## config.mk

```make
export PLATFORM = sky130hd
export DESIGN_NAME = frog_collision_ctrl
export DESIGN_NICKNAME = d
export VERILOG_FILES = /design/src/rtl/frogger_pkg.sv /design/src/rtl/span_overlap.sv /design/src/rtl/frog_collision_ctrl.sv
export SDC_FILE = /design/constraint.sdc
export NUM_CORES = 1
export LEC_CHECK = 0
export ABC_AREA = 1
export BUFFER_PORTS_ARGS = -buffer_cell sky130_fd_sc_hd__buf_2
export CAP_MARGIN = 20
export CORE_MARGIN = 5
export CORE_UTILIZATION = 51
export DETAILED_ROUTE_END_ITERATION = 16
export GPL_ROUTABILITY_DRIVEN = 0
export PLACE_DENSITY_LB_ADDON = 0.2
export SKIP_CTS_REPAIR_TIMING = 1
export SLEW_MARGIN = 30
export SYNTH_ARGS = -nofsm -noshare
export SYNTH_HDL_FRONTEND = slang
export SYNTH_SLANG_ARGS = --single-unit
```

## constraint.sdc

```tcl
create_clock -name clk -period 1.9 [get_ports clk]
set_input_delay 0.19 -clock clk [delete_from_list [all_inputs] [get_ports clk]]
set_output_delay 0.19 -clock clk [all_outputs]
set_load 0.01 [all_outputs]
```

## src/rtl/frogger_pkg.sv

```systemverilog
// Shared constants and state type for the frog game controller.
package frogger_pkg;

    localparam logic [9:0]  BLOCKSIZE  = 10'd32;
    localparam logic [1:0]  LIVES_INIT = 2'd3;
    localparam logic [3:0]  LEVEL_INIT = 4'd1;
    localparam logic [3:0]  MAX_LEVEL  = 4'd9;
    localparam logic [2:0]  START_ROW  = 3'd6;
    localparam logic [2:0]  GOAL_ROW   = 3'd7;
    localparam int unsigned NUM_CARS   = 7;

    typedef enum logic [2:0] {
        StIdle     = 3'd0,
        StPlay     = 3'd1,
        StHit      = 3'd2,
        StWin      = 3'd3,
        StGameover = 3'd4
    } game_state_t;

endpackage

```

## src/rtl/span_overlap.sv

```systemverilog
// Strict interval-overlap test between the frog span and one car span.
module span_overlap (
    input  logic [9:0] frog_x_i,
    input  logic [9:0] frog_w_i,
    input  logic [9:0] car_x_i,
    input  logic [9:0] car_len_i,
    output logic       overlap_o
);

    logic [10:0] frog_end;
    logic [10:0] car_end;

    // 11-bit sums so spans reaching past x=1023 do not wrap.
    assign frog_end  = {1'b0, frog_x_i} + {1'b0, frog_w_i};
    assign car_end   = {1'b0, car_x_i} + {1'b0, car_len_i};
    assign overlap_o = ({1'b0, frog_x_i} < car_end) && ({1'b0, car_x_i} < frog_end);

endmodule

```

## src/rtl/frog_collision_ctrl.sv

```systemverilog
// Frog game controller: registered per-lane collision detect plus play/hit/win/game-over FSM.
module frog_collision_ctrl
    import frogger_pkg::*;
#(
    parameter logic [9:0]  BLOCKSIZE   = frogger_pkg::BLOCKSIZE,
    parameter logic [1:0]  LIVES_INIT  = frogger_pkg::LIVES_INIT,
    parameter logic [3:0]  LEVEL_INIT  = frogger_pkg::LEVEL_INIT,
    parameter logic [3:0]  MAX_LEVEL   = frogger_pkg::MAX_LEVEL,
    parameter logic [24:0] HOLD_CYCLES = 25'd25_000_000
) (
    input  logic       clk,
    input  logic       reset,
    input  logic       start,
    input  logic [9:0] frog_x,
    input  logic [2:0] frog_row,
    input  logic [9:0] lane0_car0_x,
    input  logic [9:0] lane1_car0_x,
    input  logic [9:0] lane2_car0_x,
    input  logic [9:0] lane3_car0_x,
    input  logic [9:0] lane4_car0_x,
    input  logic [9:0] lane4_car1_x,
    input  logic [9:0] lane5_car0_x,
    input  logic [9:0] lane0_length,
    input  logic [9:0] lane1_length,
    input  logic [9:0] lane2_length,
    input  logic [9:0] lane3_length,
    input  logic [9:0] lane4_length,
    input  logic [9:0] lane5_length,
    output logic [3:0] level,
    output logic [1:0] lives,
    output logic [7:0] score,
    output logic [2:0] state,
    output logic       hit,
    output logic       frog_respawn,
    output logic       cars_reset,
    output logic       game_over
);

    logic [9:0]          car_x   [NUM_CARS];
    logic [9:0]          car_len [NUM_CARS];
    logic [NUM_CARS-1:0] ovl;
    logic                row_hit;

    game_state_t state_q, state_d;
    logic [3:0]  level_q, level_d;
    logic [1:0]  lives_q, lives_d;
    logic [7:0]  score_q, score_d;
    logic [24:0] timer_q, timer_d;
    logic        hit_q, hit_d;
    logic        respawn_q, respawn_d;
    logic        cars_reset_q, cars_reset_d;
    logic        game_over_q, game_over_d;
    logic        coll_q, coll_d;
    logic        start_q;
    logic        hold_done;

    // Index 6 is the second lane-4 car.
    assign car_x   = '{lane0_car0_x, lane1_car0_x, lane2_car0_x, lane3_car0_x,
                       lane4_car0_x, lane5_car0_x, lane4_car1_x};
    assign car_len = '{lane0_length, lane1_length, lane2_length, lane3_length,
                       lane4_length, lane5_length, lane4_length};

    for (genvar i = 0; i < NUM_CARS; i++) begin : g_span
        span_overlap u_span (
            .frog_x_i  (frog_x),
            .frog_w_i  (BLOCKSIZE),
            .car_x_i   (car_x[i]),
            .car_len_i (car_len[i]),
            .overlap_o (ovl[i])
        );
    end

    always_comb begin
        row_hit = 1'b0;
        case (frog_row)
            3'd0:    row_hit = ovl[0];
            3'd1:    row_hit = ovl[1];
            3'd2:    row_hit = ovl[2];
            3'd3:    row_hit = ovl[3];
            3'd4:    row_hit = ovl[4] | ovl[6];
            3'd5:    row_hit = ovl[5];
            default: row_hit = 1'b0;
        endcase
    end

    assign hold_done = (timer_q == HOLD_CYCLES - 25'd1);

    always_ff @(posedge clk or negedge reset) begin
        if (!reset) begin
            state_q      <= StIdle;
            level_q      <= LEVEL_INIT;
            lives_q      <= LIVES_INIT;
            score_q      <= 8'd0;
            timer_q      <= 25'd0;
            hit_q        <= 1'b0;
            respawn_q    <= 1'b0;
            cars_reset_q <= 1'b0;
            game_over_q  <= 1'b0;
            coll_q       <= 1'b0;
            start_q      <= 1'b0;
        end else begin
            state_q      <= state_d;
            level_q      <= level_d;
            lives_q      <= lives_d;
            score_q      <= score_d;
            timer_q      <= timer_d;
            hit_q        <= hit_d;
            respawn_q    <= respawn_d;
            cars_reset_q <= cars_reset_d;
            game_over_q  <= game_over_d;
            coll_q       <= coll_d;
            start_q      <= start;
        end
    end

    always_comb begin
        state_d      = state_q;
        level_d      = level_q;
        lives_d      = lives_q;
        score_d      = score_q;
        timer_d      = timer_q;
        hit_d        = 1'b0;
        respawn_d    = 1'b0;
        cars_reset_d = 1'b0;
        // Collisions are only sampled while playing, so a hold never carries a stale hit out.
        coll_d       = row_hit && (state_q == StPlay);

        case (state_q)
            StIdle: begin
                if (start) begin
                    state_d      = StPlay;
                    respawn_d    = 1'b1;
                    cars_reset_d = 1'b1;
                    lives_d      = LIVES_INIT;
                    level_d      = LEVEL_INIT;
                    score_d      = 8'd0;
                    timer_d      = 25'd0;
                end
            end
            StPlay: begin
                if (coll_q) begin
                    state_d = StHit;
                    hit_d   = 1'b1;
                    timer_d = 25'd0;
                    if (lives_q != 2'd0) lives_d = lives_q - 2'd1;
                end else if (frog_row == GOAL_ROW) begin
                    state_d = StWin;
                    timer_d = 25'd0;
                    if (score_q != 8'hFF) score_d = score_q + 8'd1;
                end
            end
            StHit: begin
                if (hold_done) begin
                    if (lives_q == 2'd0) begin
                        state_d = StGameover;
                    end else begin
                        state_d   = StPlay;
                        respawn_d = 1'b1;
                    end
                end else begin
                    timer_d = timer_q + 25'd1;
                end
            end
            StWin: begin
                if (hold_done) begin
                    state_d      = StPlay;
                    respawn_d    = 1'b1;
                    cars_reset_d = 1'b1;
                    if (level_q < MAX_LEVEL) level_d = level_q + 4'd1;
                end else begin
                    timer_d = timer_q + 25'd1;
                end
            end
            StGameover: begin
                if (start && !start_q) state_d = StIdle;
            end
            default: state_d = StIdle;
        endcase

        game_over_d = (state_d == StGameover);
    end

    always_comb begin
        state        = state_q;
        level        = level_q;
        lives        = lives_q;
        score        = score_q;
        hit          = hit_q;
        frog_respawn = respawn_q;
        cars_reset   = cars_reset_q;
        game_over    = game_over_q;
    end

endmodule

```

==> out/qor.yml, run 1 <==
logic_synthesis:
  synth_edf_count: 0
  yosysWarnings: 0
  synth_top_area_cell: "ha_1"
  synth-xor-area-share_pct: 7.351
  ys_seq_area_share_pct: 14.05
  yosysMostFrequentCell: "nand2_1"
  syn_area_per_cell_um2: 6.929
  synth_top_family_by_area: "adder cells"
  synthMuxAreaShare_pct: 0.1167
  synth_nets: 1593
  synth_fa_ha_area_share_pct: 31.10
  netlist_area_um2: 8578
  synth_compound_area_share_pct: 13.80
  synthSimpleGateAreaFrac_pct: 27.44
  synth_cell_type_count: 46
  synth_top_area_share_pct: 29.46
  yosys-top-cells-area: "ha_1, nand2_1, dfrtp_1"
  syn-instance-count: 1238
  synthFlopType: "dfrtp_1"
  synth-async-reset-ratio_pct: 100.0
  synthTopCellsByCount: "nand2_1, ha_1, nor2_1, inv_1, a21oi_1"
  synth_seq_cells: 48
power_and_ir_drop:
  ir_drop_uv: 454.1
  p_total_mw: 6.772
  switching_share_pct: 44.03
  p_seq_share_pct: 19.8
  p_switching_mw: 2.982
  p_clk_share_pct: 15.5
  combPwrFrac_pct: 64.7
  intPower_mw: 3.790
  power_density_nw_per_um2: 558.4
  leakagePower_nw: 6.465
layout:
  drive_gt1_share_pct: 31.08
  final_area_um2: 12130
  num-fill-cells: 1289
  finish.net_count: 1995
  synthToLayoutAreaGrowth_pct: 41.38
route:
  wl_per_cell_um: 15.25
  drt-pass1-iter-count: 5
  route.detailed.drc: 0
  routed_via_density: 5.359
  ant_nets: 0
  vias: 9989
  met3_length_mm: 2.010
  met2_length_mm: 13.23
  wl_met1_mm: 12.24
  drt_iter0_markers: 651
  routed.top_layer: "met5"
  wirelength_mm: 28.42
sta:
  min_period_over_period_pct: 119.5
  fin_ws_ps: -370.0
  slew_viol_final: 0
  skew_ps: 6.374
  max_freq_mhz: 440.5
  worstMarginPinSlew_ps: 713.3
  fin_crit_ps: 2270
  finalHoldViolations: 0
  setup_viol: 4
  grt_setup_unrepaired: "true"
  fin_tns_setup_ps: -420.0
  whs_ps: 17.61
  max_slew_margin_pct: 52.28
setup_path:
  worstReg2RegStart: "timer_q[3]"
  reg2reg_slack_ps: -30
  critPathLaunchType: "primary input"
  reg2reg_depth: 10
  crit_fanout: 3
  path_buf_inv: 1
  critPathRequiredTime_ps: 2090
  critPathSlowestCell: "fa_2"
  crit_top_cell: "nand2_1"
  end_kind: "flop"
  slowest_delay_ps: 350
  crit_type: "in -> reg"
  crit_family: "simple AND/OR/NAND/NOR gates"
  path_depth: 20
  crit_chain: "buf_6 -> ha_4 -> fa_2 -> nand4_1 -> nand3_2 -> xnor2_2 -> ha_1 -> nand2_2 -> nor2_1 -> nand2_1 -> nand2_1 -> nand2_1 -> nand2_1 -> nand2_1 -> nand2_1 -> nand3_2 -> nand2_2 -> nand4_1 -> nor2_1 -> nor2_1"
  r2r-end: "timer_q[10]"
  cp_data_arrival_time_ps: 2460
die:
  rows: 47
  dieArea_um2: 19510
  die_h_um: 139.7
  num_io_pins: 167
  initial_utilization_pct: 51.91
  die_w_um: 139.7
  placeableCoreArea_um2: 16520
run_status:
  status: "finished with violations"
  violations: "negative setup slack"
clock_network:
  cts_tree: "yes"
  cts_buffer_depth: 2
  cts_sinks: 48
  cts_made_buffers: 5
  htree_levels: 2
  clk-insertion-delay-late_ps: 300
  path_clk_slew_ps: 70
  clockRootBuffer: "clkbuf_16"
flow_run:
  cap_viol_max_count: 0
min_path:
  worstHoldPathType: "in -> reg"
  min_path_cells: 1
  hold_end: "start_q"
  hold_path_startpoint: "start"
grt:
  grtUsageTotal_pct: 28.05
  grt_first_pass_wirelength_mm: 45.85
  first_global_vias: 9898
  grt_start_max_net_pins: 24
  antenna_found_initial: 3
  grt_remaining_overflow: 0
place:
  pre_cts_ws_ps: -706.8
  io_buffers: 166
  place_area_um2: 11490
  place_hpwl_mm: 23.62
[final cells by class]
type	count	area, um2	share of cell area (%)
clock buffer	5	125.1	1.032
antenna	3	7.507	0.06190
multi-input combinational	1051	7261	59.87
tap	220	275.3	2.270
inverter	132	498.0	4.106
sequential	48	1205	9.935
timing repair buffer	402	2710	22.35
clock inverter	3	46.29	0.3817
[cell families (layout without fill, tap and decap cells)]
family                   after synthesis  in the layout
flip-flops                            48             48
AND/OR/NAND/NOR                      563            563
adder cells (fa/ha/maj)              209            209
multiplexers                           1              1
buffers and inverters                139            542
other                                  0              3
AO/OA/AOI/OAI                        206            206
XOR/XNOR                              72             72
[layout by cell type, fill, tap and decap left out, drive strengths merged, types with 2 or more instances in the layout]
master,count
a21o,6
a21oi,110
a22oi,2
a31oi,8
buf,401
clkbuf,5
dfrtp,45
dfstp,3
diode,3
fa,7
ha,202
inv,133
nand2,309
nand3,58
nand3b,4
nand4,19
nor2,128
nor3,33
nor4,7
o211ai,9
o21a,7
o21ai,38
o21bai,9
o22ai,3
o31ai,10
xnor2,21
xor2,51
[worst reg2reg max path: cells and delay by family (launching register included)]
kind / cells / cell delay, ps
AOI/OAI and AO/OA: 3 / 560
DFF: 1 / 420
buffers and inverters: 1 / 60
and+or+nand+nor: 6 / 820
[registers in the layout (all words and copies together), names as in the netlist]
name	flops
timer_q	25
hit	1
start_q	1
lives	2
game_over	1
cars_reset	1
state	3
frog_respawn	1
coll_q	1
level	4
score	8
[worst max path at each step]
stage,start,endpoint
2_1_floorplan,lane4_car0_x[0],coll_q
3_3_place_gp,lane4_length[0],coll_q
3_5_place_dp,lane5_car0_x[0],coll_q
5_1_grt,lane2_car0_x[2],coll_q
4_1_cts,lane5_car0_x[0],coll_q
6_report,lane5_car0_x[0],coll_q
[per-stage QoR]
| stage | util (%) | instances |
|---|---|---|
| 5_1_grt | 73.36 | 1862 |
| 3_3_place_gp | 69.56 | 1840 |
| 3_5_place_dp | 69.56 | 1840 |
| 4_1_cts | 70.60 | 1848 |
| 6_report | 73.39 | 1864 |
| 2_1_floorplan | - | 1238 |
[power by group through the flow]
stage | sequential [mW] | combinational (mW) | clock, mW
floorplan | 1.40 | 2.39 | 0
global placement | 1.35 | 3.93 | 0
detailed placement | 1.36 | 4.11 | 0
CTS | 1.34 | 4.15 | 1.05
global route | 1.36 | 4.93 | 1.10
finish | 1.34 | 4.38 | 1.05
[metal layers]
metal | vias to the layer above | GRT usage (%)
met5 | - | 0
met4 | 4 | 8.159
met3 | 75 | 4.871
met2 | 333 | 47.53
met1 | 4539 | 36.64
li1 | 5038 | -
Note: power is estimated with default switching activity, not from simulation.
==> inputs of run 2 (changes only) <==
Settings changed: SETUP_SLACK_MARGIN from default to 0.4.
==> run 2 against run 1 <==
The run still ends with negative setup slack left. Critical path depth is 3 higher. Non-clock buffer count is 7 higher. Clock skew is 4.7 ps higher. Sequential power is 4% higher. Power is 9.5% higher. Flip-flop and latch count stayed put. Final area is 1.4% higher. Worst setup slack worse by 17 ps. Critical path type unchanged. Largest cell class unchanged.
==> out/qor.yml, run 2 (same netlist as run 1, synthesis figures left out) <==
sta:
  fin_crit_ps: 2287  # was 2270 ps
  fin_ws_ps: -387.4  # was -370.0 ps
  max_slew_margin_pct: 48.78  # was 52.28%
  min_period_over_period_pct: 120.4  # was 119.5%
  slew_viol_final: 0  # unchanged
  max_freq_mhz: 437.2  # was 440.5 MHz
  skew_ps: 11.08  # was 6.374 ps
  worstMarginPinSlew_ps: 765.6  # was 713.3 ps
  finalHoldViolations: 0  # unchanged
  setup_viol: 15  # was 4
  grt_setup_unrepaired: "true"  # unchanged
setup_path:
  cp_data_arrival_time_ps: 2530  # was 2460 ps
  slowest_delay_ps: 380  # was 350 ps
  crit_family: "simple AND/OR/NAND/NOR gates"  # unchanged
  crit_chain: "buf_2 -> ha_4 -> fa_2 -> inv_2 -> nor2_1 -> nor2_1 -> xor2_1 -> ha_1 -> nand2_1 -> inv_1 -> a21oi_2 -> nand2_1 -> nand2_1 -> nand2_1 -> nand2_1 -> nand2_1 -> nand2_1 -> nand2_2 -> nand2_1 -> nand2_1 -> nand2_1 -> nor2_1 -> nor2_1"  # was buf_6 -> ha_4 -> fa_2 -> nand4_1 -> nand3_2 -> xnor2_2 -> ha_1 -> nand2_2 -> nor2_1 -> nand2_1 -> nand2_1 -> nand2_1 -> nand2_1 -> nand2_1 -> nand2_1 -> nand3_2 -> nand2_2 -> nand4_1 -> nor2_1 -> nor2_1
  crit_fanout: 3  # unchanged
  critPathLaunchType: "primary input"  # unchanged
  path_buf_inv: 3  # was 1
  crit_type: "in -> reg"  # unchanged
  critPathSlowestCell: "fa_2"  # unchanged
  critPathRequiredTime_ps: 2140  # was 2090 ps
  end_kind: "flop"  # unchanged
  crit_top_cell: "nand2_1"  # unchanged
route:
  route.detailed.drc: 0  # unchanged
  met2_length_mm: 13.73  # was 13.23 mm
  wl_per_cell_um: 15.37  # was 15.25 um
  vias: 10080  # was 9989
  ant_nets: 0  # unchanged
  drt_iter0_markers: 812  # was 651
  wl_met1_mm: 12.07  # was 12.24 mm
  routed_via_density: 5.392  # was 5.359
  routed.top_layer: "met5"  # unchanged
  wirelength_mm: 28.73  # was 28.42 mm
  met3_length_mm: 1.980  # was 2.010 mm
  drt-pass1-iter-count: 5  # unchanged
grt:
  grtUsageTotal_pct: 27.08  # was 28.05%
  grt_start_max_net_pins: 31  # was 24
  antenna_found_initial: 4  # was 3
  grt_first_pass_wirelength_mm: 44.40  # was 45.85 mm
  grt_remaining_overflow: 0  # unchanged
  first_global_vias: 9694  # was 9898
layout:
  drive_gt1_share_pct: 32.46  # was 31.08%
  synthToLayoutAreaGrowth_pct: 43.35  # was 41.38%
  final_area_um2: 12300  # was 12130 um2
  largest_register_ffs: 25  # unchanged
  final_common_cell: "nand2_1"  # unchanged
  multiInputGateArea_um2: 7310  # was 7261 um2
  final_cell_mix: "nand2_1, buf_4, ha_1, buf_2, nor2_1"  # unchanged
  top_register: "timer_q"  # unchanged
  num-fill-cells: 1248  # was 1289
  seq_area_um2: 1207  # was 1205 um2
  finish.net_count: 2002  # was 1995
die:
  placeableCoreArea_um2: 16520  # unchanged
  die_w_um: 139.7  # unchanged
  die_h_um: 139.7  # unchanged
  dieArea_um2: 19510  # unchanged
  initial_utilization_pct: 51.91  # unchanged
  rows: 47  # unchanged
  num_io_pins: 167  # unchanged
clock_network:
  cts_sinks: 48  # unchanged
  cts_tree: "yes"  # unchanged
  cts_buffer_depth: 2  # unchanged
  path_clk_slew_ps: 70  # about the same
  cts_made_buffers: 5  # unchanged
  htree_levels: 2  # unchanged
  clk-insertion-delay-late_ps: 300  # about the same
  clockRootBuffer: "clkbuf_16"  # unchanged
place:
  place_area_um2: 11470  # was 11490 um2
  place_hpwl_mm: 22.78  # was 23.62 mm
  io_buffers: 166  # unchanged
power_and_ir_drop:
  power_density_nw_per_um2: 603.0  # was 558.4 nW/um2
  ir_drop_uv: 552.5  # was 454.1 uV
  p_total_mw: 7.416  # was 6.772 mW
  leakagePower_nw: 6.588  # was 6.465 nW
run_status:
  status: "finished with violations"  # unchanged
  violations: "negative setup slack"  # unchanged
flow_run:
  cap_viol_max_count: 0  # unchanged
min_path:
  worstHoldPathType: "in -> reg"  # unchanged
==> run 2: per-stage QoR <==
step / cells / setup WS (ps) / utilization (%) / hold WS [ps] / setup TNS, ps
floorplan: 1238 / -283.7 / - / -105.6 / -283.7
global placement: 1830 / -665.9 / 69.40 / 175.6 / -665.9
detailed placement: 1830 / -724.2 / 69.40 / 172.3 / -724.2
CTS: 1838 / -418.7 / 70.58 / -138.3 / -418.7
global route: 1869 / -627.7 / 74.42 / 2.444 / -1946
finish: 1869 / -387.4 / 74.42 / 5.284 / -682.4
==> run 2: report_power, final <==
part           total [mW]  internal [mW]  switching [mW]
clock network        1.20          0.760           0.435
logic                4.83           2.19            2.64
registers            1.39           1.21           0.180
total                7.42           4.16            3.25
==> run 2: worst paths after layout <==
kind                                  from         end  slack, ps  depth (start not counted)
max                        lane4_length[0]      coll_q       -390                         23
min reg2reg                       score[7]    score[7]        510                          1
max in group asynchronous            reset    lives[1]        910                          3
min in group asynchronous            reset      coll_q        390                          2
max reg2reg                     timer_q[3]  timer_q[5]       -110                         10
min                                  start     start_q          5                          1
==> run 2: area by class of cell <==
cell class	instances	share of cell area, %
diodes	1	0.02035
clock buffers	5	1.018
clock inverters	3	0.5596
inverters	132	4.151
multi-input cells	1051	59.44
flip-flops and latches	48	9.819
well taps	220	2.239
repair buffers	409	22.75
==> run 2: per-layer routing <==
layer | vias up | GRT usage, %
met4 | 6 | 7.139
li1 | 5035 | -
met1 | 4567 | 34.38
met3 | 96 | 4.940
met2 | 374 | 47.30
met5 | - | 0
